## src/rtl/irda_pkg.sv

```systemverilog
// Shared constants and types for the IrDA MIR receive path.
package irda_pkg;

    localparam int PHASE_W      = 2;  // four phases per bit cell
    localparam int PEND_DEPTH   = 6;  // data bits held back until proven not to be flag/abort
    localparam int PEND_CNT_W   = 3;
    localparam int STUFF_THRESH = 5;  // a 0 after this many 1s is a stuffed zero
    localparam int FLAG_CNT     = 6;  // six 1s then a 0 closes a flag
    localparam int ABORT_CNT    = 7;  // seventh consecutive 1 is an abort
    localparam int CNT_W        = 3;

    typedef logic [PHASE_W-1:0] phase_t;
    typedef logic [CNT_W-1:0]   ones_cnt_t;

    localparam phase_t LAST_PHASE = phase_t'((1 << PHASE_W) - 1);

    // What the destuffer does with one raw bit decision.
    typedef enum logic [1:0] {
        ACT_NONE,
        ACT_PUSH,
        ACT_FLAG,
        ACT_ABORT
    } destuff_act_e;

endpackage

```

## src/rtl/irda_mir_destuff.sv

```systemverilog
// Zero-bit destuffer with flag/abort detection and a pending FIFO that
// withholds data bits until they can no longer belong to a flag or abort.
module irda_mir_destuff
    import irda_pkg::*;
(
    input  logic clk,
    input  logic wb_rst_i,
    input  logic clear,
    input  logic raw_valid,
    input  logic raw_bit,
    output logic bit_o,
    output logic bit_valid_o,
    output logic flag_o,
    output logic abort_o
);

    ones_cnt_t                ones_cnt;
    ones_cnt_t                ones_cnt_nxt;
    destuff_act_e             act;
    logic [PEND_DEPTH-1:0]    pend_data;
    logic [PEND_CNT_W-1:0]    pend_cnt;
    logic                     pend_full;

    assign pend_full = (pend_cnt == PEND_CNT_W'(PEND_DEPTH));

    // Classify each raw bit against the run of 1s that preceded it.
    always_comb begin
        // NOTE: every output of this block gets a default first, so no path leaves one unassigned and no latch is inferred.
        act          = ACT_NONE;
        ones_cnt_nxt = ones_cnt;
        if (raw_valid) begin
            if (raw_bit) begin
                if (ones_cnt < ones_cnt_t'(STUFF_THRESH)) begin
                    act          = ACT_PUSH;
                    ones_cnt_nxt = ones_cnt + 1'b1;
                end else if (ones_cnt == ones_cnt_t'(STUFF_THRESH)) begin
                    ones_cnt_nxt = ones_cnt_t'(FLAG_CNT);
                end else if (ones_cnt == ones_cnt_t'(FLAG_CNT)) begin
                    act          = ACT_ABORT;
                    ones_cnt_nxt = ones_cnt_t'(ABORT_CNT);
                end
            end else begin
                if (ones_cnt < ones_cnt_t'(STUFF_THRESH)) begin
                    act = ACT_PUSH;
                end else if (ones_cnt == ones_cnt_t'(FLAG_CNT)) begin
                    act = ACT_FLAG;
                end
                ones_cnt_nxt = '0;
            end
        end
    end

    // Ones counter, FIFO occupancy and registered output strobes.
    always_ff @(posedge clk or posedge wb_rst_i) begin
        // NOTE: non-blocking assignments here so every flop samples pre-edge values regardless of statement order.
        if (wb_rst_i) begin
            ones_cnt    <= '0;
            pend_cnt    <= '0;
            bit_o       <= 1'b0;
            bit_valid_o <= 1'b0;
            flag_o      <= 1'b0;
            abort_o     <= 1'b0;
        end else if (clear) begin
            ones_cnt    <= '0;
            pend_cnt    <= '0;
            bit_o       <= 1'b0;
            bit_valid_o <= 1'b0;
            flag_o      <= 1'b0;
            abort_o     <= 1'b0;
        end else begin
            ones_cnt    <= ones_cnt_nxt;
            bit_valid_o <= 1'b0;
            flag_o      <= (act == ACT_FLAG);
            abort_o     <= (act == ACT_ABORT);
            case (act)
                ACT_PUSH: begin
                    if (pend_full) begin
                        bit_valid_o <= 1'b1;
                        bit_o       <= pend_data[PEND_DEPTH-1];
                    end else begin
                        pend_cnt <= pend_cnt + 1'b1;
                    end
                end
                ACT_FLAG, ACT_ABORT: pend_cnt <= '0;
                default: ;
            endcase
        end
    end

    // Pending data shift register; oldest bit sits at the top once full.
    always_ff @(posedge clk) begin
        // NOTE: the data bits carry no reset; occupancy lives in pend_cnt, so stale contents are never emitted.
        if (act == ACT_PUSH) begin
            pend_data <= {pend_data[PEND_DEPTH-2:0], raw_bit};
        end
    end

endmodule

```

## src/rtl/irda_mir_decoder.sv

```systemverilog
// IrDA MIR receive decoder: synchronizes the raw line, recovers the cell
// phase from received pulses and hands raw bits to the destuffer.
module irda_mir_decoder
    import irda_pkg::*;
(
    input  logic clk,
    input  logic wb_rst_i,
    input  logic mir_rx_i,
    input  logic mir_mode,
    input  logic rx_select,
    input  logic fast_enable,
    output logic mir_rx_bit_o,
    output logic mir_rx_bit_valid_o,
    output logic mir_flag_o,
    output logic mir_abort_o,
    output logic mir_rx_locked_o
);

    logic   rx_meta;
    logic   rx_sync;
    logic   rx_prev;
    logic   pulse_seen;
    logic   locked;
    phase_t phase;
    logic   active;
    logic   en;
    logic   rx_edge;
    logic   decide;
    logic   bit_q;
    logic   valid_q;
    logic   flag_q;
    logic   abort_q;

    // Two-flop synchronizer for the asynchronous receive line, always clocked.
    always_ff @(posedge clk or posedge wb_rst_i) begin
        if (wb_rst_i) begin
            rx_meta <= 1'b0;
            rx_sync <= 1'b0;
        end else begin
            rx_meta <= mir_rx_i;
            rx_sync <= rx_meta;
        end
    end

    assign active  = mir_mode & rx_select;
    assign en      = active & fast_enable;
    assign rx_edge = en & rx_sync & ~rx_prev;
    // A pulse edge restarts the cell at its last phase, so its decision waits one phase.
    assign decide  = en & ~rx_edge & locked & (phase == LAST_PHASE);

    // Phase recovery: align to pulse edges, decide one raw bit per cell.
    always_ff @(posedge clk or posedge wb_rst_i) begin
        if (wb_rst_i) begin
            rx_prev    <= 1'b0;
            phase      <= '0;
            pulse_seen <= 1'b0;
            locked     <= 1'b0;
        end else if (!active) begin
            rx_prev    <= 1'b0;
            phase      <= '0;
            pulse_seen <= 1'b0;
            locked     <= 1'b0;
        end else if (en) begin
            rx_prev <= rx_sync;
            if (rx_edge) begin
                pulse_seen <= 1'b1;
                phase      <= LAST_PHASE;
                locked     <= 1'b1;
            end else begin
                phase <= phase + 1'b1;
                if (decide) begin
                    pulse_seen <= 1'b0;
                end
            end
        end
    end

    // A pulse in the cell is a 0, an empty cell is a 1.
    irda_mir_destuff u_destuff (
        .clk         (clk),
        .wb_rst_i    (wb_rst_i),
        .clear       (~active),
        .raw_valid   (decide),
        .raw_bit     (~pulse_seen),
        .bit_o       (bit_q),
        .bit_valid_o (valid_q),
        .flag_o      (flag_q),
        .abort_o     (abort_q)
    );

    assign mir_rx_bit_o       = bit_q & active;
    assign mir_rx_bit_valid_o = valid_q & active;
    assign mir_flag_o         = flag_q & active;
    assign mir_abort_o        = abort_q & active;
    assign mir_rx_locked_o    = locked;

endmodule

```

## config.mk

```make
export PLATFORM = sky130hd
export DESIGN_NAME = irda_mir_decoder
export DESIGN_NICKNAME = d
export VERILOG_FILES = /design/src/rtl/irda_pkg.sv /design/src/rtl/irda_mir_destuff.sv /design/src/rtl/irda_mir_decoder.sv
export SDC_FILE = /design/constraint.sdc
export NUM_CORES = 1
export LEC_CHECK = 0
export CAP_MARGIN = 30
export CORE_MARGIN = 5
export CORE_UTILIZATION = 49
export CTS_CLUSTER_SIZE = 28
export DETAILED_ROUTE_END_ITERATION = 7
export DONT_BUFFER_PORTS = 1
export PLACE_DENSITY = 0.68
export SYNTH_ARGS = -nofsm -noshare
export SYNTH_HDL_FRONTEND = slang
export SYNTH_HIERARCHICAL = 1
export SYNTH_SLANG_ARGS = --single-unit
export TNS_END_PERCENT = 20
```

## constraint.sdc

```tcl
create_clock -name clk -period 1.7 [get_ports clk]
set_input_delay 0.51 -clock clk [delete_from_list [all_inputs] [get_ports clk]]
set_output_delay 0.51 -clock clk [all_outputs]
set_load 0.005 [all_outputs]
```

======== After elaboration in Yosys (flattened, before gate mapping) ========
Index checks and enable logic that the tools add are counted.
storage, ports and cells
  output and inout port bits .............. 5
  bits in read-only memories .............. 0
  input bits .............................. 6
  logic and storage cells ................. 89
  memory bits (writable) .................. 0
  memories ................................ 0
  register bits ........................... 23
  latch bits .............................. 0
cells by class
  add/subtract/negate cells ............... 3
  div/mod/pow operators ................... 0
  bitwise logic cells ..................... 14
  magnitude comparators ................... 1
  multiply operators ...................... 0
  reductions and logical operators ........ 6
  eq/ne operators ......................... 16
  shift operators ......................... 0
  multiplexer cells ....................... 36
operator list
  kind                                                              count
  3-bit 2-to-1 mux                                                  8
  2-bit 2-to-1 mux                                                  10
  1-bit 2-to-1 mux                                                  17
  1-bit AND                                                         11
  2-bit by 1-bit != test with 1-bit output (second input constant)  5
  2-bit AND reduction                                               5
  3-bit == test (second input constant)                             3
  3-bit by 1-bit adder with 3-bit output (second input constant)    2
  2-bit == test (second input constant)                             3
  3-bit by 1-bit != test with 1-bit output (second input constant)  2
  3-bit one-hot mux with 2 select lines                             1
  5-bit by 2-bit != test with 1-bit output (second input constant)  1
  3-bit less-than comparator (second input constant)                1
  3-bit != test (second input constant)                             1
  1-bit inverter                                                    3
  2-bit by 1-bit adder with 2-bit output (second input constant)    1
  2-bit by 1-bit == test with 1-bit output (second input constant)  1
  2-bit OR reduction                                                1

======== Longest topological paths before layout ========
Gate-level depths: netlist (run 1).
  word-level depth ........................ 13
  depth in mapped cells ................... 7

======== By module ========
The synthesis (run 1) kept the hierarchy.
modules (own cells, without submodules)
  module            instances  cells each  area each (um^2)
  irda_mir_destuff  1          62          763.2
  irda_mir_decoder  1          28          309.0

======== Worst setup path before layout (run 1) ========
No wires, ideal clock.
  kind .................................... input -> register
  start ................................... in mir_mode
  end ..................................... reg u_destuff.bit_o
  path slack .............................. -0.184 ns
  arrival time ............................ 1.806 ns
  path buffers ............................ 0
  cell stages on the path ................. 6
  required time ........................... 1.622 ns
  path through ............................ nand2_1 -> and3b_1 -> a21boi_2 -> nand2_2 -> or4b_1 -> a21oi_1
on the way
  cells in the longest elaborated chain, start to end .. 12
ends and longest elaborated chain
  what                                                         RTL line                source
  start, declared                                              irda_mir_decoder.sv:9   input logic mir_mode,
  1-bit AND *                                                  irda_mir_decoder.sv:45  assign active = mir_mode & rx_select;
  1-bit AND *                                                  irda_mir_decoder.sv:46  assign en = active & fast_enable;
  1-bit AND (2 in series)                                      irda_mir_decoder.sv:47  assign rx_edge = en & rx_sync & ~rx_prev;
  1-bit inverter                                               irda_mir_decoder.sv:49  assign decide = en & ~rx_edge & locked & (phase == LAST_PHASE);
  1-bit AND * (3 in series)                                    irda_mir_decoder.sv:49
  named net decide                                             irda_mir_decoder.sv:28  logic decide;
  2-bit 2-to-1 mux *                                           irda_mir_destuff.sv:31  if (raw_valid) begin
  2-bit by 1-bit == test with 1-bit output *                   irda_mir_destuff.sv:75  case (act)
  2-bit by 1-bit != test with 1-bit output (no source line) *  n/a
  2-bit AND reduction (no source line) *                       n/a
  end signal, assigned                                         irda_mir_destuff.sv:79  bit_o <= pend_data[PEND_DEPTH-1];
  end, declared                                                irda_mir_destuff.sv:11  output logic bit_o,
The timed path passes the listed nets; every way through them passes the cells marked *.
A chain may end at the register's enable or synchronous reset.

======== Worst setup path in the final report (run 1) ========
  start ................................... reg phase[1]
  end ..................................... reg u_destuff.bit_o
on the way
  cells in the longest elaborated chain, start to end .. 6
ends and longest elaborated chain
  what                                                       RTL line                source
  start, declared                                            irda_mir_decoder.sv:24  phase_t phase;
  start signal, assigned                                     irda_mir_decoder.sv:70  phase <= phase + 1'b1;
  2-bit == test                                              irda_mir_decoder.sv:49
  1-bit AND                                                  irda_mir_decoder.sv:49
  named net decide                                           irda_mir_decoder.sv:28
  2-bit 2-to-1 mux                                           irda_mir_destuff.sv:31
  2-bit by 1-bit == test with 1-bit output                   irda_mir_destuff.sv:75
  2-bit by 1-bit != test with 1-bit output (no source line)  n/a
  2-bit AND reduction (no source line)                       n/a
The timed path passes the listed nets, and every way through them passes these cells.

==> summary.txt, run 1 <==
Outcome
  – Outcome: complete, but fails checks
  – Failing checks: setup timing

Final layout
  – Fin util: 60.75%
  – Layout Nets: 121
  – Area of the multi-input gates: 488.0 sq um
  – Share of cells above drive strength 1: 29.63%
  – # fillers: 180
  – Register Area: 605.6 sq um
  – Area Growth Syn to Fin: 21.70%
  – Inserted Diodes: 0

Die
  – Die Y: 56.78 microns
  – Die Width: 56.78 microns
  – I/O Pins: 11
  – Core area: 2148 sq um
  – Initial Util: 49.91%
  – Die area: 3224 sq um
  – FP Rows: 17

Clock tree
  – Number of CTS-inserted buffers: 3
  – Clock latency on the worst-skew pair: 0.30 ns
  – Clk root buf: clkbuf_4
  – CTS clk-pin slew, worst paths: approximately 0.12 ns
  – Htree depth: 1
  – CTS Sinks: 23
  – Clock Tree Buf Depth: 2
  – CTS tree: yes

GRT
  – First-pass GRT wire length: 3.381 mm
  – Global Route Usage Sum: roughly an eighth
  – Number of global-route vias before repair: 771
  – Initial antenna violation count: 0
  – Largest net degree at the start of global routing: 16
  – GRT overflow: 0

Logic synthesis
  – Synth Warn #: 6
  – Area leader, netlist: dfrtp_1
  – Synth Instances: 90
  – Post-synthesis register bit count: 23
  – Most common cell in the netlist: dfrtp_1
  – Area share of the largest cell type after synthesis: 39.67%
  – Dominant cells by area after synthesis: dfrtp_1 (40%), edfxtp_1 (17%), ha_1 (7.0%)
  – Library cells used by synthesis: 33
  – Post-synth EDFFs: 6
  – Syn_area_per_cell: 11.91 sq um
  – Post-synthesis net count: roughly 100
  – Asr flop ratio synth: 73.91%
  – Mapped Area: about 1100 sq um
  – Top_reg_cell synth: dfrtp_1
  – Synth top cells by count: dfrtp_1 (17), inv_1 (9), a21oi_1 (8)
  – Sequential fraction of the synthesis area: 56.48%

Timing
  – Max Slew Vio Count: 0
  – Slew @ Worst Pin: between 0.4 and 0.5 ns
  – # setup viols final: 15
  – RSZ-0062 raised after global routing: true
  – Final Hold Vio Count: 0
  – Slew HR: a little under three quarters
  – Setup WS post-layout: -0.1999 ns
  – Fmax: 0.5263 GHz
  – Clk_skew: 0.001800 ns
  – Crit path time final: around 1.9 ns
  – Final Cycle Share: 111.8%

Detailed routing
  – DR DRC count: 0
  – Initial DRC Count: 14
  – Drt pass-1 iters: 4
  – DRT antenna net count: 0
  – Final WL: 1.891 mm
  – Vias: about 730
  – Vias per std cell: 5.360
  – DR WL/cell: 13.90 microns

Flow run
  – Max-cap violations: 0

Worst setup path
  – Crit path launch type: flop
  – R2R setup slack: -0.20 ns
  – Req. time, crit path: 1.94 ns
  – Critical path type: reg2reg
  – Critical Path Fanout Max: 3
  – Crit path DAT: 2.14 ns
  – Worst setup EP type: flop

Placement
  – Hpwl dp: approximately 1.4 mm
  – I/O Buffers: 0
  – Placement Setup Slack: -0.2684 ns
  – Final Wtd Congestion: between 0.7 and 0.8

Pwr
  – Power Density: 655.8 nW/um^2
  – Lkg Pwr: 0.0005853 uW
  – VDD IR-drop max: 0.0004987 V

Hold path
  – Type of the most critical hold path: in2async
==> critical path, cell delays in order, from the launching register on <==
cell	delay, ns
dfrtp_1	0.38
ha_2	0.16
and3_4	0.17
and3b_2	0.21
a21boi_4	0.19
nand2_2	0.08
or4b_4	0.52
a21oi_2	0.13
==> logic make-up after synthesis <==
logic type,after synthesis,synth area share (%)
compound gates,19,12.95
fa+ha+maj,6,7.001
simple gates,26,14.70
mux,4,3.734
xor+xnor,2,1.634
flops,23,56.48
buf+inv,10,3.500
==> cell usage in the layout, fill, tap and decap left out, drive strengths merged, types with 2 or more instances in the layout <==
master	n
nor2	3
mux2i	4
nor3b	2
and3	5
xnor2	2
nand3b	2
a21oi	8
dfrtp	17
nand2	4
nand3	2
ha	6
buf	15
nor3	2
clkbuf	4
edfxtp	6
inv	9
a211oi	2
and3b	2
==> per-layer routing <==
layer / GRT usage, % / wire [microns] / vias up
met5: 0 / 0 / -
met4: 6.954 / 27 / 0
met3: 1.379 / 44 / 2
met2: 20.30 / 886 / 8
met1: 18.35 / 932 / 358
li1: - / - / 361
==> power by group <==
group	switching [uW]	internal (uW)	total [uW]
logic	24.6	15.7	40.3
clock network	149	91.2	240
registers	3.57	572	575
==> final timing paths <==
kind                                          to  startpoint  cells past startpoint
min reg2reg                              rx_sync     rx_meta                      0
min                              mir_rx_locked_o    wb_rst_i                      1
min in group clk                         rx_meta    mir_rx_i                      0
max                              u_destuff/bit_o    phase[1]                      7
max reg2reg                      u_destuff/bit_o    phase[1]                      7
max in group asynchronous  u_destuff/pend_cnt[1]    wb_rst_i                      1
==> registers in the layout (all words and copies together), names as in the netlist <==
register               cells
phase                      2
u_destuff/pend_cnt         3
u_destuff/ones_cnt         3
pulse_seen                 1
u_destuff/bit_valid_o      1
rx_sync                    1
rx_prev                    1
rx_meta                    1
u_destuff/bit_o            1
u_destuff/pend_data        6
u_destuff/abort_o          1
u_destuff/flag_o           1
mir_rx_locked_o            1
==> what timing repair did <==
action | CTS | global route
setup endpoints to repair | 10 | 16
hold buffers | 0 | 0
setup buffers | 3 | 3
pin swaps | 4 | 4
gates resized for setup | 8 | 5
==> per-stage QoR <==
| stage | TNS (ns) | hold WS, ns | std cells | area (sq um) | power, uW |
|---|---|---|---|---|---|
| global route | -3.151 | 0.01855 | 136 | 1305 | 897.2 |
| finish | -1.775 | 0.01346 | 136 | 1305 | 855.9 |
| CTS | -0.8276 | 0.008542 | 133 | 1267 | 869.3 |
| detailed placement | -2.077 | 0.3426 | 126 | 1174 | 626.2 |
| global placement | -1.367 | 0.3350 | 126 | 1174 | 625.2 |
| floorplan | -0.8698 | 0.3134 | 90 | 1075 | 611.4 |
==> layout make-up <==
type                       instances  area share [%]
sequential                        23           46.40
timing repair buffer              15           8.917
multi-input combinational         57           37.39
clock buffer                       4           2.013
tap                               28           2.685
inverter                           9           2.589
(Power assumes the default switching activity.)
==> run 2: changes to the inputs <==
Settings changed: PLACE_DENSITY 0.68 to 0.66, RECOVER_POWER set to 100, SKIP_CTS_REPAIR_TIMING set to 1.
Clock period 1.7 ns to 1.9 ns, I/O delays scaled along.
==> summary.txt, run 2 (same netlist as run 1, synthesis figures left out) <==
Outcome
  – Outcome: complete, but fails checks
  – Failing checks: setup timing

Final layout
  – Layout Nets: 114
  – Final Cell Area: 1201 sq um
  – Top reg by flops: u_destuff/pend_data
  – Inserted Diodes: 0
  – Fin util: roughly 56%
  – Commonest non-fill, non-tap cells in the layout: dfrtp_1 (17), inv_1 (9), a21oi_1 (8)
  – Max reg flops: 6
  – Most common cell after layout, fill and taps aside: dfrtp_1
  – Share of cells above drive strength 1: 19.80%
  – Area Growth Syn to Fin: 12.02%
  – Leading registers by flop count: u_destuff/pend_data: 6 flops, u_destuff/ones_cnt: 3 flops, u_destuff/pend_cnt: 3 flops

Clock tree
  – CTS Sinks: 23
  – Clock Tree Buf Depth: 2
  – CTS tree: yes
  – Clk root buf: clkbuf_4
  – Htree depth: 1
  – CTS clk-pin slew, worst paths: 0.12 ns
  – Number of CTS-inserted buffers: 3
  – Clock latency on the worst-skew pair: approximately 0.31 ns

Die
  – Die Width: roughly 57 microns
  – Core area: around 2100 sq um
  – Initial Util: about 50%
  – Die area: 3224 sq um
  – FP Rows: 17
  – Die Y: 56.78 microns
  – I/O Pins: 11

GRT
  – Global Route Usage Sum: 13.90%
  – Number of global-route vias before repair: 703
  – First-pass GRT wire length: 3.450 mm
  – Initial antenna violation count: 0
  – Largest net degree at the start of global routing: 16
  – GRT overflow: 0

Detailed routing
  – Vias: 719
  – Vias per std cell: 5.574
  – DRT antenna net count: 0
  – Final WL: about 1.9 mm
  – Drt pass-1 iters: 4
  – Initial DRC Count: 18
  – DR WL/cell: 14.83 microns
  – DR DRC count: 0

Flow run
  – Max-cap violations: 0

Worst setup path
  – Worst path slowest cell: or4b_1
  – Critical Path Fanout Max: 5
  – CP bufs+invs: 0
  – R2R cell count: 7
  – CP max stage delay: between 0.5 and 0.6 ns
  – Critical path depth: 7
  – Worst path top cell family by delay: simple AND/OR/NAND/NOR gates
  – Crit path launch type: flop
  – CP cell instances: ha_1 -> and3_1 -> and3b_2 -> nand2_1 -> a211oi_2 -> or4b_1 -> a21oi_1
  – Req. time, crit path: between 2 and 2.5 ns
  – Crit path DAT: 2.15 ns
  – Worst setup EP type: flop
  – Critical path type: reg2reg

Pwr
  – Power Density: 642.4 nW/um^2
  – Overall Power: approximately 770 uW
  – Lkg Pwr: 0.0005435 uW
  – VDD IR-drop max: 0.0003800 V

Timing
  – Final Cycle Share: 100.5%
  – Clk_skew: 0.002101 ns
  – Final Hold Vio Count: 0
  – Crit path time final: ~1.9 ns
  – Fmax: 0.5238 GHz
  – Slew HR: 69.55%
  – Max Slew Vio Count: 0
  – Hold Worst Slack: around 0.063 ns
  – Setup WS post-layout: -0.008968 ns
  – Slew @ Worst Pin: 0.4551 ns
  – # setup viols final: 1
  – RSZ-0062 raised after global routing: true

Hold path
  – Type of the most critical hold path: in2async

Placement
  – Placed inst area: 1166 sq um
  – Final Wtd Congestion: 0.7241
  – Hpwl dp: 1.453 mm
  – I/O Buffers: 0
  – Placement Setup Slack: -0.06228 ns
-- run 2: through the flow --
step           cells   TNS (ns)
3_3_place_gp     125          0
5_1_grt          129    -0.9397
2_1_floorplan     90          0
6_report         129  -0.008968
4_1_cts          129    -0.1399
3_5_place_dp     125    -0.3432
-- run 2: final cells by class --
cell class | instances | area [sq um]
Timing Repair Buffer | 8 | 56.30
Fill cell | 186 | 947.2
Multi-Input combinational cell | 57 | 444.2
Inverter | 9 | 33.78
Tap cell | 28 | 35.03
Clock buffer | 4 | 26.28
Sequential cell | 23 | 605.6
-- run 2: routing by layer --
layer	GRT usage, %	vias to the layer above	wire, microns	part of all wire [%]
met3	2.759	4	57	3.0
met4	7.947	0	37	1.9
met2	21.29	10	926	48
met5	0	-	0	0
li1	-	350	-	-
met1	18.20	355	891	47
-- run 2: final timing paths --
path                               start                     to  slack [ns]
min in group clk                mir_rx_i                rx_meta        0.28
worst min-delay path            wb_rst_i                rx_meta        0.06
worst min register to register   rx_meta                rx_sync        0.37
worst max-delay path            phase[0]        u_destuff/bit_o      -0.009
worst max register to register  phase[0]        u_destuff/bit_o      -0.009
max in group asynchronous       wb_rst_i  u_destuff/pend_cnt[0]        1.47
-- run 2: power breakdown --
| group | switching (uW) | internal, uW |
|---|---|---|
| Clock | 141 | 81.9 |
| Combinational | 20.7 | 12.1 |
| Sequential | 3.82 | 512 |
==> run 3: changes to the inputs <==
Settings changed: CORE_MARGIN 5 to not set.
==> summary.txt, run 3 (same netlist as run 1, synthesis figures left out) <==
Outcome
  – Outcome: finished, final reports clean

Die
  – Die Width: 48.78 microns
  – Die area: 2379 sq um
  – Die Y: 48.78 microns
  – Core area: 2002 sq um
  – FP Rows: 16
  – I/O Pins: 11
  – Initial Util: 53.56%

Timing
  – Clk_skew: slightly above 0.002 ns
  – Max Slew Vio Count: 0
  – # setup viols final: 0
  – Slew HR: about three quarters
  – Fmax: 0.5328 GHz
  – Setup TNS: 0 ns
  – RSZ-0062 raised after global routing: true
  – Crit path time final: 1.877 ns
  – Slew @ Worst Pin: 0.4043 ns
  – Final Cycle Share: 98.78%
  – Final Hold Vio Count: 0
  – Setup WS post-layout: 0.02316 ns

Placement
  – I/O Buffers: 0
  – Dpl cells: 124
  – Placement Setup Slack: -0.07773 ns
  – Hpwl dp: 1.317 mm
  – Final Wtd Congestion: 0.8134

Final layout
  – Share of cells above drive strength 1: 18.81%
  – Most common cell after layout, fill and taps aside: dfrtp_1
  – Leading registers by flop count: u_destuff/pend_data: 6 flops, u_destuff/ones_cnt: 3 flops, u_destuff/pend_cnt: 3 flops
  – Layout Nets: between 100 and 150
  – Area Growth Syn to Fin: 12.25%
  – Max reg flops: 6
  – Inserted Diodes: 0
  – Top reg by flops: u_destuff/pend_data
  – Finished Layout Cells: 128
  – Commonest non-fill, non-tap cells in the layout: dfrtp_1 (17), inv_1 (9), a21oi_1 (8), buf_4 (6), edfxtp_1 (6)

Detailed routing
  – Final WL: 1.821 mm
  – DR DRC count: 0
  – Initial DRC Count: 11
  – DRT antenna net count: 0
  – Vias: 729
  – DR WL/cell: 14.23 microns
  – Drt pass-1 iters: 4
  – Vias per std cell: between 5 and 6

Clock tree
  – Htree depth: 1
  – CTS tree: yes
  – Clock Tree Buf Depth: 2
  – CTS Sinks: 23
  – Clk root buf: clkbuf_4
  – CTS clk-pin slew, worst paths: 0.11 ns
  – Number of CTS-inserted buffers: 3
  – Clock latency on the worst-skew pair: 0.30 ns

Pwr
  – VDD IR-drop max: 0.0004578 V
  – Lkg Pwr: 0.0005422 uW
  – Switching Power: 156.2 uW
  – Combinational Power Share: 4.0%
  – Part of the power in registers: 67.8%
  – Sw frac: between 20% and 30%
  – Pint: 604.0 uW
  – Power Density: 631.6 nW/um^2
  – Clk pwr share: 28.2%

Worst setup path
  – Critical path type: reg2reg
  – Crit path launch type: flop
  – Req. time, crit path: 2.13 ns
  – Critical Path Fanout Max: 3
  – Worst setup EP type: flop
  – Crit path DAT: 2.11 ns

GRT
  – Initial antenna violation count: 0
  – First-pass GRT wire length: 2.939 mm
  – Number of global-route vias before repair: 669
  – Global Route Usage Sum: approximately 17%
  – GRT overflow: 0
  – Largest net degree at the start of global routing: 16

Hold path
  – Type of the most critical hold path: in2async

Flow run
  – Max-cap violations: 0
[run 3: changes by cell type in the layout (fill, tap and decap cells not counted), sizes merged]
cell,previous run,this run
clkbuf,6,5
buf,6,7
[run 3: routing by layer]
metal | part of all wire [%] | GRT usage (%) | wire length, microns | vias to the layer above
li1 | - | - | - | 349
met2 | 48 | 26.39 | 877 | 20
met1 | 47 | 22.02 | 864 | 358
met4 | 0.66 | 7.353 | 12 | 0
met5 | 0 | 0 | 0 | -
met3 | 3.6 | 3.738 | 66 | 2
[run 3: layout make-up]
cell class	instances	area, sq um
Inverter	9	33.78
Clock buffer	4	26.28
Fill cell	175	798.3
Multi-Input combinational cell	57	444.2
Timing Repair Buffer	8	60.06
Tap cell	27	33.78
Sequential cell	23	605.6
[run 3: path summary, 6_finish.rpt]
| kind | start | endpoint | slack (ns) | cells after the start |
|---|---|---|---|---|
| min | wb_rst_i | rx_meta | 0.07 | 1 |
| max in group asynchronous | wb_rst_i | u_destuff/bit_valid_o | 1.49 | 1 |
| max | phase[0] | u_destuff/bit_o | 0.02 | 7 |
| min reg2reg | rx_meta | rx_sync | 0.37 | 0 |
| max reg2reg | phase[0] | u_destuff/bit_o | 0.02 | 7 |
| min in group clk | mir_rx_i | rx_meta | 0.28 | 0 |
[run 3: critical path, stage by stage (launching register included)]
cell and delay (ns):
dfrtp_1 0.40, ha_2 0.17, and3_1 0.16, and3b_2 0.21, a21boi_4 0.19, nand2_2 0.08
or4b_1 0.47, a21oi_1 0.13
[run 3: power groups by stage]
stage | logic [uW] | registers, uW | clock network [uW]
floorplan | 22.6 | 524 | 0
global placement | 31.4 | 525 | 0
detailed placement | 32.0 | 526 | 0
CTS | 32.2 | 515 | 228
global route | 35.7 | 517 | 247
finish | 30.5 | 515 | 214
[run 3: per-stage QoR]
step           power, uW  utilization, %  hold WS (ns)  area [sq um]
6_report           760.2           60.12       0.07049          1204
4_1_cts            775.7           59.50       0.06145          1191
2_1_floorplan      547.0               -        0.3312          1075
5_1_grt            798.7           60.12       0.06950          1204
3_3_place_gp       556.5           58.19        0.3331          1165
3_5_place_dp       557.5           58.19        0.3417          1165
